File: src/rtl/soc_bus_fabric_pkg.sv
// rtl/soc_bus_fabric_pkg.sv - shared state encodings and slave map for the data-bus fabric
package soc_bus_fabric_pkg;

  typedef enum logic [1:0] {
    ST_IDLE   = 2'd0,
    ST_ACCESS = 2'd1,
    ST_RESP   = 2'd2,
    ST_ERR    = 2'd3
  } bus_state_e;

  localparam int DEFAULT_SELW = 4;

  localparam int SLV_RAM  = 0;
  localparam int SLV_UART = 1;
  localparam int SLV_GPIO = 2;
  localparam int SLV_TMR  = 3;

endpackage

File: src/rtl/bus_addr_decoder.sv
// rtl/bus_addr_decoder.sv - maps the top address field onto a slave index
module bus_addr_decoder #(
  parameter int NSLV = 4,
  parameter int AW   = 32,
  parameter int SELW = 4
) (
  input  logic [AW-1:0]   addr,
  output logic [SELW-1:0] sel,
  output logic            hit
);

  // Only the slave-select field decodes; the offset belongs to the slave.
  logic unused_offset;
  assign unused_offset = ^addr[AW-SELW-1:0];

  assign sel = addr[AW-1 -: SELW];
  assign hit = (32'(sel) < NSLV);

endmodule

File: src/rtl/soc_bus_fabric.sv
// rtl/soc_bus_fabric.sv - single-master data-bus fabric with ACK handshake and bus errors
module soc_bus_fabric
  import soc_bus_fabric_pkg::*;
#(
  parameter int NSLV    = 4,
  parameter int AW      = 32,
  parameter int DW      = 32,
  parameter int SELW    = DEFAULT_SELW,
  parameter int TIMEOUT = 255
) (
  input  logic              iCLK,
  input  logic              iRST,
  input  logic              iM_REQ,
  input  logic              iM_WR,
  input  logic [DW/8-1:0]   iM_BE,
  input  logic [AW-1:0]     iM_ADDR,
  input  logic [DW-1:0]     iM_WDATA,
  output logic [DW-1:0]     oM_RDATA,
  output logic              oM_ACK,
  output logic              oM_ERR,
  output logic              oBUSY,
  output logic [NSLV-1:0]   oS_CE,
  output logic [NSLV-1:0]   oS_RD,
  output logic [NSLV-1:0]   oS_WR,
  output logic [AW-1:0]     oS_ADDR,
  output logic [DW-1:0]     oS_WDATA,
  output logic [DW/8-1:0]   oS_BE,
  input  logic [NSLV*DW-1:0] iS_RDATA,
  input  logic [NSLV-1:0]   iS_ACK
);

  localparam int CNTW = (TIMEOUT < 1) ? 1 : $clog2(TIMEOUT + 1);
  localparam logic [CNTW-1:0] CNT_LAST = CNTW'((TIMEOUT == 0) ? 0 : TIMEOUT - 1);

  bus_state_e        state_q, state_d;
  logic [AW-1:0]     addr_q, addr_d;
  logic              wr_q, wr_d;
  logic [DW/8-1:0]   be_q, be_d;
  logic [DW-1:0]     wdata_q, wdata_d;
  logic [SELW-1:0]   sel_q, sel_d;
  logic [CNTW-1:0]   cnt_q, cnt_d;
  logic [DW-1:0]     rdata_q, rdata_d;

  logic [SELW-1:0]   dec_sel;
  logic              dec_hit;

  bus_addr_decoder #(
    .NSLV (NSLV),
    .AW   (AW),
    .SELW (SELW)
  ) u_dec (
    .addr (iM_ADDR),
    .sel  (dec_sel),
    .hit  (dec_hit)
  );

  // Selected slave's strobe, ACK and read data, from the latched index only.
  logic [NSLV-1:0] sel_hot;
  logic            ack_sel;
  logic [DW-1:0]   rdata_sel;

  always_comb begin
    sel_hot   = '0;
    ack_sel   = 1'b0;
    rdata_sel = '0;
    for (int i = 0; i < NSLV; i++) begin
      if (32'(sel_q) == i) begin
        sel_hot[i] = 1'b1;
        ack_sel    = iS_ACK[i];
        rdata_sel  = iS_RDATA[i*DW +: DW];
      end
    end
  end

  always_comb begin
    state_d = state_q;
    addr_d  = addr_q;
    wr_d    = wr_q;
    be_d    = be_q;
    wdata_d = wdata_q;
    sel_d   = sel_q;
    cnt_d   = cnt_q;
    rdata_d = rdata_q;
    case (state_q)
      ST_IDLE: begin
        if (iM_REQ) begin
          addr_d  = iM_ADDR;
          wr_d    = iM_WR;
          be_d    = iM_BE;
          wdata_d = iM_WDATA;
          sel_d   = dec_sel;
          cnt_d   = '0;
          rdata_d = '0;
          state_d = dec_hit ? ST_ACCESS : ST_ERR;
        end
      end
      ST_ACCESS: begin
        // ACK is checked first so it beats a coincident timeout.
        if (ack_sel) begin
          rdata_d = wr_q ? '0 : rdata_sel;
          state_d = ST_RESP;
        end else if ((TIMEOUT != 0) && (cnt_q == CNT_LAST)) begin
          state_d = ST_ERR;
        end else if (cnt_q != '1) begin
          cnt_d = cnt_q + 1'b1;
        end
      end
      ST_RESP: state_d = ST_IDLE;
      ST_ERR:  state_d = ST_IDLE;
      default: state_d = ST_IDLE;
    endcase
  end

  always_ff @(posedge iCLK or negedge iRST) begin
    if (!iRST) begin
      state_q <= ST_IDLE;
      addr_q  <= '0;
      wr_q    <= 1'b0;
      be_q    <= '0;
      wdata_q <= '0;
      sel_q   <= '0;
      cnt_q   <= '0;
      rdata_q <= '0;
    end else begin
      state_q <= state_d;
      addr_q  <= addr_d;
      wr_q    <= wr_d;
      be_q    <= be_d;
      wdata_q <= wdata_d;
      sel_q   <= sel_d;
      cnt_q   <= cnt_d;
      rdata_q <= rdata_d;
    end
  end

  assign oS_CE    = (state_q == ST_ACCESS) ? sel_hot : '0;
  assign oS_RD    = wr_q ? '0 : oS_CE;
  assign oS_WR    = wr_q ? oS_CE : '0;
  assign oS_ADDR  = addr_q;
  assign oS_WDATA = wdata_q;
  assign oS_BE    = be_q;
  assign oM_ACK   = (state_q == ST_RESP);
  assign oM_ERR   = (state_q == ST_ERR);
  assign oM_RDATA = oM_ACK ? rdata_q : '0;
  assign oBUSY    = (state_q != ST_IDLE);

endmodule
File: config.mk
export PLATFORM = sky130hd
export DESIGN_NAME = soc_bus_fabric
export DESIGN_NICKNAME = d
export VERILOG_FILES = /design/src/rtl/soc_bus_fabric_pkg.sv /design/src/rtl/bus_addr_decoder.sv /design/src/rtl/soc_bus_fabric.sv
export SDC_FILE = /design/constraint.sdc
export NUM_CORES = 1
export LEC_CHECK = 0
export CAP_MARGIN = 20
export CORE_ASPECT_RATIO = 0.7
export CORE_MARGIN = 4
export CORE_UTILIZATION = 31
export DETAILED_ROUTE_END_ITERATION = 7
export GPL_ROUTABILITY_DRIVEN = 0
export PLACE_DENSITY_LB_ADDON = 0.15
export SLEW_MARGIN = 5
export SYNTH_ARGS = -nofsm -noshare
export SYNTH_HDL_FRONTEND = slang
export SYNTH_HIERARCHICAL = 1
export SYNTH_SLANG_ARGS = --single-unit
File: constraint.sdc
create_clock -name iCLK -period 1.7 [get_ports iCLK]
set_input_delay 0.255 -clock iCLK [delete_from_list [all_inputs] [get_ports iCLK]]
set_output_delay 0.255 -clock iCLK [all_outputs]
set_load 0.01 [all_outputs]
**Yosys cells after proc, flatten, opt, wreduce, memory -nomap -nowiden**

Cells that the tools add are included.

- Register bits: 115
- Input bits: 204
- Output and inout port bits: 115
- Logic and storage cells: 63

- $add $sub $neg: 1
- Magnitude comparators: 1
- Eq/ne operators: 14
- Multiplexer cells: 30
- Reduce and logical (&&, ||, !) cells: 9

Operator list:

| operator | number |
|---|---|
| $mux 32 | 8 |
| $pmux 32 s2 | 1 |
| $mux 8 | 4 |
| $pmux 8 s2 | 1 |
| $mux 4 | 3 |
| $ne 2x2->1 const B | 5 |
| $add 8x1->8 const B | 1 |
| $eq 4x2->1 const B | 2 |
| $eq 8x8->1 const B | 1 |
| $mux 1 | 8 |
| $mux 2 | 4 |
| $ne 8x8->1 const B | 1 |
| $pmux 2 s3 | 1 |
| $reduce_and 5->1 | 1 |
| $eq 2x2->1 const B | 2 |
| $eq 4x1->1 const B | 1 |
| $logic_not 4->1 | 1 |
| $lt 4x3->1 const B | 1 |
| $reduce_and 2->1 | 2 |
| $reduce_bool 2->1 | 2 |
| $ne 3x3->1 const B | 1 |
| $reduce_and 3->1 | 1 |
| $eq 2x1->1 const B | 1 |
| $logic_not 2->1 | 1 |
| $reduce_or 2->1 | 1 |

**Depth between registers and ports, before layout**

Gate-level depths: netlist (run 1).

- Depth in word-level cells: 8
- Mapped depth: 6
- Depth with buffers taken out: 6

**By module**

The synthesis (run 1) kept the hierarchy.

Modules (own cells, without submodules):

| module | instances | cells each | area an instance (sq um) | seq. area each (sq um) |
|---|---|---|---|---|
| soc_bus_fabric | 1 | 630 | 5,938.2 | 2,877.8 |
| bus_addr_decoder | 1 | 5 | 33.8 | 0.0 |

**Worst setup path before layout (run 1)**

Ideal clock, no wire load.

- Path kind: register to register
- Start point: register sel_q[3]
- End point: register rdata_q[11]
- Arrival: 1.710 ns
- Required time: 1.573 ns
- Setup slack: -0.137 ns
- Cell stages (with the launch flop): 6
- Buffers on the path: 1
- Period minus slack after synthesis: 1.837 ns
- Cells stage by stage: dfrtp_1 -> or3_1 -> o22a_2 -> o21ai_4 -> buf_6 -> mux2_1

- Longest elaborated chain between the ends: 8
- Elaborated cells on any way between the ends: 17

Ends and longest elaborated chain:

| what | RTL line | RTL |
|---|---|---|
| start: declaration | soc_bus_fabric.sv:40 | `logic [SELW-1:0] sel_q, sel_d;` |
| start signal: assignment | soc_bus_fabric.sv:130 | `sel_q <= sel_d;` |
| $logic_not 4->1 | soc_bus_fabric.sv:67 | `if (32'(sel_q) == i) begin` |
| $mux 32 (4 in a row) | soc_bus_fabric.sv:67 |  |
| $mux 32 | soc_bus_fabric.sv:100 | `rdata_d = wr_q ? '0 : rdata_sel;` |
| $mux 32 | soc_bus_fabric.sv:99 | `if (ack_sel) begin` |
| $pmux 32 s2 | soc_bus_fabric.sv:84 | `case (state_q)` |
| end signal: assignment | soc_bus_fabric.sv:132 | `rdata_q <= rdata_d;` |
| end: declaration | soc_bus_fabric.sv:42 | `logic [DW-1:0] rdata_q, rdata_d;` |

Parallel ways exist; a longest one is shown, timed or not. The select of a mux whose other input is x is not followed.
A chain may end at the register's enable or synchronous reset.

**Final worst setup path (run 1)**

- Start point: register sel_q[3]
- End point: register rdata_q[8]

Same word-level chain as after synthesis.

==> run metrics, run 1 <==
clock sink count between 100 and 150; drt drc 0; R2R cell count 5; first-pass GRT wire length approximately 35 mm; P&R area growth vs syn 84.0%; failing checks setup timing; Synth area leader dfrtp_1; routed length per placed instance around 19 µm; CTS tree done; Cell Rows 42; clock-pin slew on the worst setup and hold paths about 60 ps; unrepaired setup endpoints after global routing yes; Clk pwr share 0.192; Post-synth EDFFs 0; n_diodes 0; Initial Utilization 0.316; Placed Cells incl. Taps around 1.2k; crit start category flip-flop; clock buffer depth 2; IO Port Bufs around 320; Synth area leaders dfrtp_1, nand2_1, mux4_2; die height ~120 µm; Initial DRC Count 395; power density cells 1690 nW/µm²; syn avg cell area around 9.4 µm²; fin crit share 1.15; PnR worst setup slack -263 ps; synthesized net count 841; Tmin final a little under 2000 ps; CP bufs+invs 1; hpwl dp about 16 mm; arrival time at the worst endpoint between 2000 and 2500 ps; Achievable Freq 509 MHz; register bit total from synthesis about 120; DIE WIDTH around 170 µm; switching power ~7000 µW; status finished with violations; Sw Share 0.378; Placeable Area roughly 19000 µm²; drt total wl between 20 and 25 mm; largest net degree at the start of global routing 76; worst min path class input pin to flip-flop; worst clock skew about 11 ps; CTS H-Tree Depth 4; Slew Viols, Final 0; Worst slew margin 0.643; Netlist Area Pre-Place 5970 µm²; fraction of layout cells with a size suffix above 1 0.267; DR pass1 iterations 5; worst-path maximum fanout 6; Peak VDD IR 780 µV; smallest hold slack between 300 and 400 ps; NumNets Final 1200; initial antenna violation count 1; worst skew pair latency between 400 and 500 ps; vias in the first global route a little over 6k; DR vias/cell 4.83; Hold Crit Depth 3; post-synthesis sequential area ratio 0.482; die area 21600 µm²; Yosys cell types 43; ys async rst share 1.00; num ports 319; CTS Root Cell clkbuf_16; part of the power in combinational logic 0.556; Setup CP Type flip-flop to flip-flop; Int Pwr between 10000 and 15000 µW; gr usage total 0.209; most frequent cell after synthesis nand2_1; synth warn 6; slowest stage cell, crit path or3_4; Crit path depth 5; Gate Count Post-Synth roughly 640; CTS Buf Count 17; final setup violation count 85; CP max stage delay 440 ps; crit-path leading delay family compound AO/OA/AOI/OAI gates; # Max-Cap Violations 0; most used flip-flop cell after synthesis dfrtp_1; remaining global-route overflow 0; fin cells between 1k and 1.5k; CP required ~2000 ps; most instantiated cells after synthesis nand2_1, dfrtp_1, and2_1; post-synth top area share 0.482; crit end category flip-flop; leak pwr approximately 0.0050 µW; crit path cell chain or3_4 > o22a_4 > o21ai_4 > clkbuf_16 > mux2_4; Slew @ Worst Pin 536 ps; ANT nets after route 0; via count around 6.0k; Reg power frac 0.252; Hold Violations, Final 0
[cell usage in the layout (no fill, tap or decap), types with 3 or more instances in the layout]
cell / instances
and2_1: 16
and2_4: 18
buf_12: 12
buf_16: 4
buf_2: 22
buf_4: 39
buf_6: 36
buf_8: 3
clkbuf_16: 19
clkdlybuf4s50_1: 270
clkinv_4: 3
clkinvlp_4: 3
dfrtp_1: 113
inv_1: 3
inv_6: 4
mux2_2: 19
mux2_4: 14
mux4_2: 13
nand2_1: 226
nand2b_1: 3
nand3_1: 5
nor2_1: 28
nor2_2: 4
nor2b_1: 13
nor3_2: 3
o211ai_1: 20
o21ai_0: 3
o22ai_1: 19
o41ai_2: 17
[power groups by stage]
stage,registers (µW),logic (µW),clock network (µW)
after global routing,4850,11100,3770
final,4690,10300,3560
after detailed placement,4670,8420,0
after CTS,4670,9830,3640
after floorplan,4970,3870,0
after global placement,4670,8350,0
[final cells by class]
cell class,instances,area (µm²)
flip-flops and latches,115,2880
fillers,1676,7930
well taps,242,303
clock inverters,14,154
inverters,4,17.5
repair buffers,389,3970
clock buffers,18,429
multi-input cells,467,3240
[state kept, by name, summed over array words and instances, names as in the netlist]
register	count
rdata_q	32
state_q	2
wr_q	1
oS_WDATA	32
sel_q	4
cnt_q	8
oS_ADDR	32
oS_BE	4
[stage by stage]
step / area (µm²) / power (µW) / setup slack, ps / utilization / TNS [ps]
6_report: 11000 / 18600 / -263 / 0.581 / -14650
5_1_grt: 11000 / 19700 / -335 / 0.581 / -19960
4_1_cts: 10800 / 18100 / -214 / 0.568 / -10620
3_5_place_dp: 9700 / 13100 / -304 / 0.513 / -9870
3_3_place_gp: 9700 / 13000 / -295 / 0.513 / -8270
2_1_floorplan: 5990 / 8840 / -103 / - / -1180
[metal layers]
layer  up-vias  track usage  share of wire
met2       240        0.336           0.46
met3        29       0.0813          0.087
met1      2883        0.263           0.44
met4         2       0.0613          0.017
li1       2875            -              -
met5         -            0        0.00047
[cells by family after synthesis]
family | Yosys count | synth area share
simple gates | 336 | 0.241
flops | 115 | 0.482
buf+inv | 53 | 0.0419
fa+ha+maj | 2 | 0.00419
compound gates | 81 | 0.117
mux | 48 | 0.115
[path summary, 6_finish.rpt]
path	endpoint	startpoint	slack, ps
worst min-delay path	oS_ADDR[26]	iM_ADDR[26]	360
max in group asynchronous	cnt_q[7]	iRST	820
worst max-delay path	rdata_q[8]	sel_q[3]	-260
worst max register to register	rdata_q[8]	sel_q[3]	-260
min in group asynchronous	oS_WDATA[15]	iRST	400
worst min register to register	oS_ADDR[8]	oS_ADDR[8]	470
[worst min-delay path, delay by kind of cell]
kind,cells,cell delay [ps]
simple gates,2,90
buf+inv,1,390
[repair_timing]
item,4_1_cts,5_1_grt
cloned,7,2
buffers inserted,10,11
hold buffers,1,0
pin swaps,30,21
gates resized for setup,268,65
setup endpoints to repair,87,116
endpoints found under the hold margin,115,0
Power figures use the tool's default switching activity.
==> run 2, diff against run 1 <==
--- a/config.mk
+++ b/config.mk
@@ -12,6 +12,7 @@
 export DETAILED_ROUTE_END_ITERATION = 7
 export GPL_ROUTABILITY_DRIVEN = 0
 export PLACE_DENSITY_LB_ADDON = 0.15
+export SETUP_SLACK_MARGIN = 0.15
 export SLEW_MARGIN = 5
 export SYNTH_ARGS = -nofsm -noshare
 export SYNTH_HDL_FRONTEND = slang
==> run metrics, run 2 (same netlist as run 1, synthesis figures left out) <==
DIE WIDTH 174 µm; Multi-input gate area about 3800 µm²; crit end category flip-flop; Setup CP Type flip-flop to flip-flop; leak pwr 0.00567 µW; via count 6316; Design Area, Final about 12000 µm²; vias in the first global route between 6k and 7k; Cell Rows 42; status finished with violations; CTS H-Tree Depth 4; smallest hold slack around 230 ps; CP required ~2000 ps; num ports between 300 and 400; area post-placement between 9000 and 10000 µm²; Power, Total a little over 20000 µW; arrival time at the worst endpoint roughly 2200 ps; Filler cells 1564; DR pass1 iterations 4; remaining global-route overflow 0; reg2reg setup slack -240 ps; most frequent cells in the layout clkdlybuf4s50_1, nand2_1, dfrtp_1; commonest non-fill, non-tap cell in the layout clkdlybuf4s50_1; FF-to-FF End rdata_q[15]; worst min path class input pin to asynchronous set/reset pin; crit start category flip-flop; fraction of layout cells with a size suffix above 1 0.410; worst-path maximum fanout 9; CTS Buf Count 17; n_diodes 0; DR vias/cell a little under 5; clock buffer depth 2; crit path launch sel_q[3]; P&R area growth vs syn 105%; routed length per placed instance just over 20 µm; power density cells 1690 nW/µm²; clock sink count 115; ANT nets after route 0; final setup violation count ~120; die area ~22000 µm²; Slew Viols, Final 0; worst skew pair latency approximately 420 ps; Achievable Freq around 520 MHz; unrepaired setup endpoints after global routing yes; critical path endpoint rdata_q[15]; initial antenna violation count 0; FF-to-FF Start sel_q[3]; drt total wl ~26 mm; largest net degree at the start of global routing 72; Tmin final ~1900 ps; CTS tree done; R2R cell count 6; IO Port Bufs approximately 320; Worst slew margin 0.729; hpwl dp around 16 mm; crit path cell chain or3_4 > buf_6 > o22ai_4 > a21oi_4 > clkbuf_16 > o41ai_2; PnR worst setup slack -238 ps; CTS Root Cell clkbuf_16; register area around 2900 µm²; NumNets Final approximately 1.2k; slowest stage cell, crit path or3_4; fin crit share 1.14; # Max-Cap Violations 0; Placeable Area between 15000 and 20000 µm²; Initial Utilization 0.316; fin cells roughly 1.3k; gr usage total 0.205; first-pass GRT wire length between 30 and 40 mm; Hold Violations, Final 0; die height about 120 µm; worst clock skew between 10 and 15 ps; Slew @ Worst Pin just over 400 ps; Peak VDD IR approximately 1200 µV; CP max stage delay between 400 and 500 ps; clock-pin slew on the worst setup and hold paths roughly 60 ps; failing checks setup timing; Initial DRC Count roughly 340; drt drc 0; Placed Cells incl. Taps around 1.2k
## run 2: report_power, final
group / leakage (µW) / internal, µW / switching, µW
sequential: 0.00148 / 3990 / 994
combinational: 0.00391 / 6200 / 5750
clock: 0.000282 / 2310 / 1400
## run 2: how the worst min path moves through the flow
stage,start,to,slack (ps),depth (start not counted)
3_3_place_gp,iRST,oS_ADDR[23],140,1
6_report,iRST,oS_ADDR[23],230,2
3_5_place_dp,iRST,oS_ADDR[23],130,1
5_1_grt,iRST,oS_ADDR[24],240,2
2_1_floorplan,iRST,cnt_q[0],-40,0
4_1_cts,iRST,oS_ADDR[23],220,2
## run 2: cell type report
class,instances,area share
clock buffer,17,0.0348
timing repair buffer,421,0.377
multi-input combinational,467,0.312
clock inverter,15,0.0148
inverter,4,0.00123
tap,242,0.0248
sequential,115,0.236
## run 2: stage by stage
| stage | TNS [ps] | utilization | setup WS (ps) |
|---|---|---|---|
| after floorplan | -1310 | - | -103 |
| after global placement | -16410 | 0.519 | -432 |
| after detailed placement | -16680 | 0.519 | -435 |
| after CTS | -8060 | 0.563 | -200 |
| after global routing | -19950 | 0.646 | -300 |
| final | -12130 | 0.646 | -238 |
## run 2: critical path: cells and delay by family, from the launching register on
family	cells	cell delay (ps)
AND/OR/NAND/NOR	1	440
buffers and inverters	2	330
AO/OA/AOI/OAI	3	640
flip-flops	1	420
## run 2: repair_timing
item,in CTS,in global routing
cloned,1,24
hold endpoints to repair,44,0
endpoints found under the setup margin,184,155
pin swaps,15,156
hold buffers,1,0
resized for setup,358,238
setup buffers,11,17
## run 2: metal layers
layer,GRT usage,wire (µm)
met1,0.258,11000
met2,0.326,12300
met3,0.0907,2370
met4,0.0499,284
met5,0,0
==> patch, RTL diff (settings of run 1) <==
`AW` is set to 32 in 2 places; all go to 16.
--- a/src/rtl/bus_addr_decoder.sv
+++ b/src/rtl/bus_addr_decoder.sv
@@ -2,5 +2,5 @@
 module bus_addr_decoder #(
   parameter int NSLV = 4,
-  parameter int AW   = 32,
+  parameter int AW   = 16,
   parameter int SELW = 4
 ) (
--- a/src/rtl/soc_bus_fabric.sv
+++ b/src/rtl/soc_bus_fabric.sv
@@ -4,5 +4,5 @@
 #(
   parameter int NSLV    = 4,
-  parameter int AW      = 32,
+  parameter int AW      = 16,
   parameter int DW      = 32,
   parameter int SELW    = DEFAULT_SELW,
Interface: changed (resized iM_ADDR and oS_ADDR); port bits go from 319 to 287. No check against the original RTL was run, so the function may have changed too.
==> patch against run 1 <==
- the run still ends with setup timing left
- power shrank 24%
- routed wire length fell by 18%
- sequential cell count fell by 16
- worst setup slack improved by 67 ps
- die area decreased by 10%
- design area decreased by 14%
- synthesized area fell by 11%
- synthesized cell count is 17% lower
- clock skew shrank 3.3 ps
- critical path depth up 1
- critical endpoint is now rdata_q[7]
==> patch: results (changes against run 1) <==
metric;value;unit;change
via count;5080;;-16%
total placed instance area;8720;µm²;-10%
initial antenna violation count;0;;-1
Cells after Synth;525;;-17%
CTS H-tree lvls;3;;-1
register area share after synthesis;46.5;%;-1.7 points
crit path DAT;2130;ps;-140 ps
top cells by area, synth;dfrtp_1, nand2_1, mux4_2;;
worst-case vdd ir drop;709;µV;-9.1%
top cells by instance count after synthesis;nand2_1, dfrtp_1, and2_1, nor2b_1, mux4_2;;
Yosys cell types;42;;-2.3%
Diodes inserted;0;;unchanged
first-pass GRT wire length;29400;µm;-16%
R2R Path End;rdata_q[7];;
Final setup viols;83;;-2.4%
worst skew pair latency;350;ps;-70 ps
FF-to-FF path depth;6;;+1
cts bufs inserted;9;;-8
final net count;1030;;-14%
Hold WS;356;ps;-4.47 ps
worst r2r src;sel_q[0];;
vias in the first global route;5468;;-10%
share of layout cells above drive strength 1;26.7;%;+0.033 points
Worst Skew;7.50;ps;-3.29 ps
setup_tns;-7890;ps;+6760 ps
post-DP HPWL;14000;µm;-12%
IO Port Bufs;286;;-10%
final setup margin;-196;ps;+67.4 ps
first-pass detailed-route iteration total;4;;-1
failing checks;setup timing;;
DR vias/cell;4.75;;-1.6%
Leakage;4.33;nW;-13%
Rel. slew slack;66.8;%;+2.5 points
outcome;complete, but fails checks;;
CP max FO;15;;+9
detailed router's first-iteration violation count;250;;-37%
final wirelength;19100;µm;-18%
post-place setup slack;-315;ps;-10.8 ps
All-Layer GR Usage;19.1;%;-1.8 points
largest net degree at the start of global routing;41;;-46%
worst min path class;in -> async;;
Syn Nets;715;;-15%
## patch: logic make-up after synthesis
| group | share of synthesized area [%] |
|---|---|
| and+or+nand+nor | 24.4 |
| DFF | 46.5 |
| muxes | 19.0 |
| buffers and inverters | 3.73 |
| AOI/OAI and AO/OA | 5.94 |
| adders and majority gates | 0.470 |
## patch: worst max-delay path: stages, from the launching register on
cell and delay, ps:
dfrtp_2 430, buf_6 150, mux2i_4 260, o22ai_4 120, a21oi_4 220, clkbuf_16 240
mux2_2 340
## patch: power breakdown
part	total, W	internal [W]	switching, W
combinational	0.00799	0.00442	0.00358
sequential	0.00404	0.00338	0.000665
clock	0.00200	0.00103	0.000964
## patch: cell type report
class / instances / area (µm²)
clock buffer: 9 / 225
clock inverter: 7 / 67.6
fill: 1434 / 7150
inverter: 1 / 3.75
multi-input combinational: 385 / 2900
sequential: 99 / 2480
tap: 225 / 282
timing repair buffer: 344 / 3470
## patch: worst max path at each step
stage / startpoint / endpoint / slack [ps]
final: sel_q[0] / rdata_q[7] / -200
after global routing: sel_q[3] / rdata_q[6] / -240
after CTS: sel_q[3] / rdata_q[6] / -210
after detailed placement: iS_ACK[1] / rdata_q[9] / -310
after global placement: sel_q[3] / oS_RD[2] / -230
after floorplan: sel_q[1] / rdata_q[19] / 0.8
## patch: timing repair
| action | CTS | global route |
|---|---|---|
| pin swaps | 11 | 26 |
| hold buffers | 1 | 0 |
| setup endpoints to repair | 98 | 117 |
| endpoints found under the hold margin | 22 | 0 |
| gates cloned | 2 | 4 |
| resized for setup | 234 | 57 |
| buffers inserted | 8 | 8 |
## patch: routing by layer
metal,share of wire [%],vias up,track usage (%)
li1,-,2414,-
met1,42,2478,24.3
met2,49,165,32.1
met3,7.2,23,5.53
met4,1.8,0,4.16
met5,0,-,0
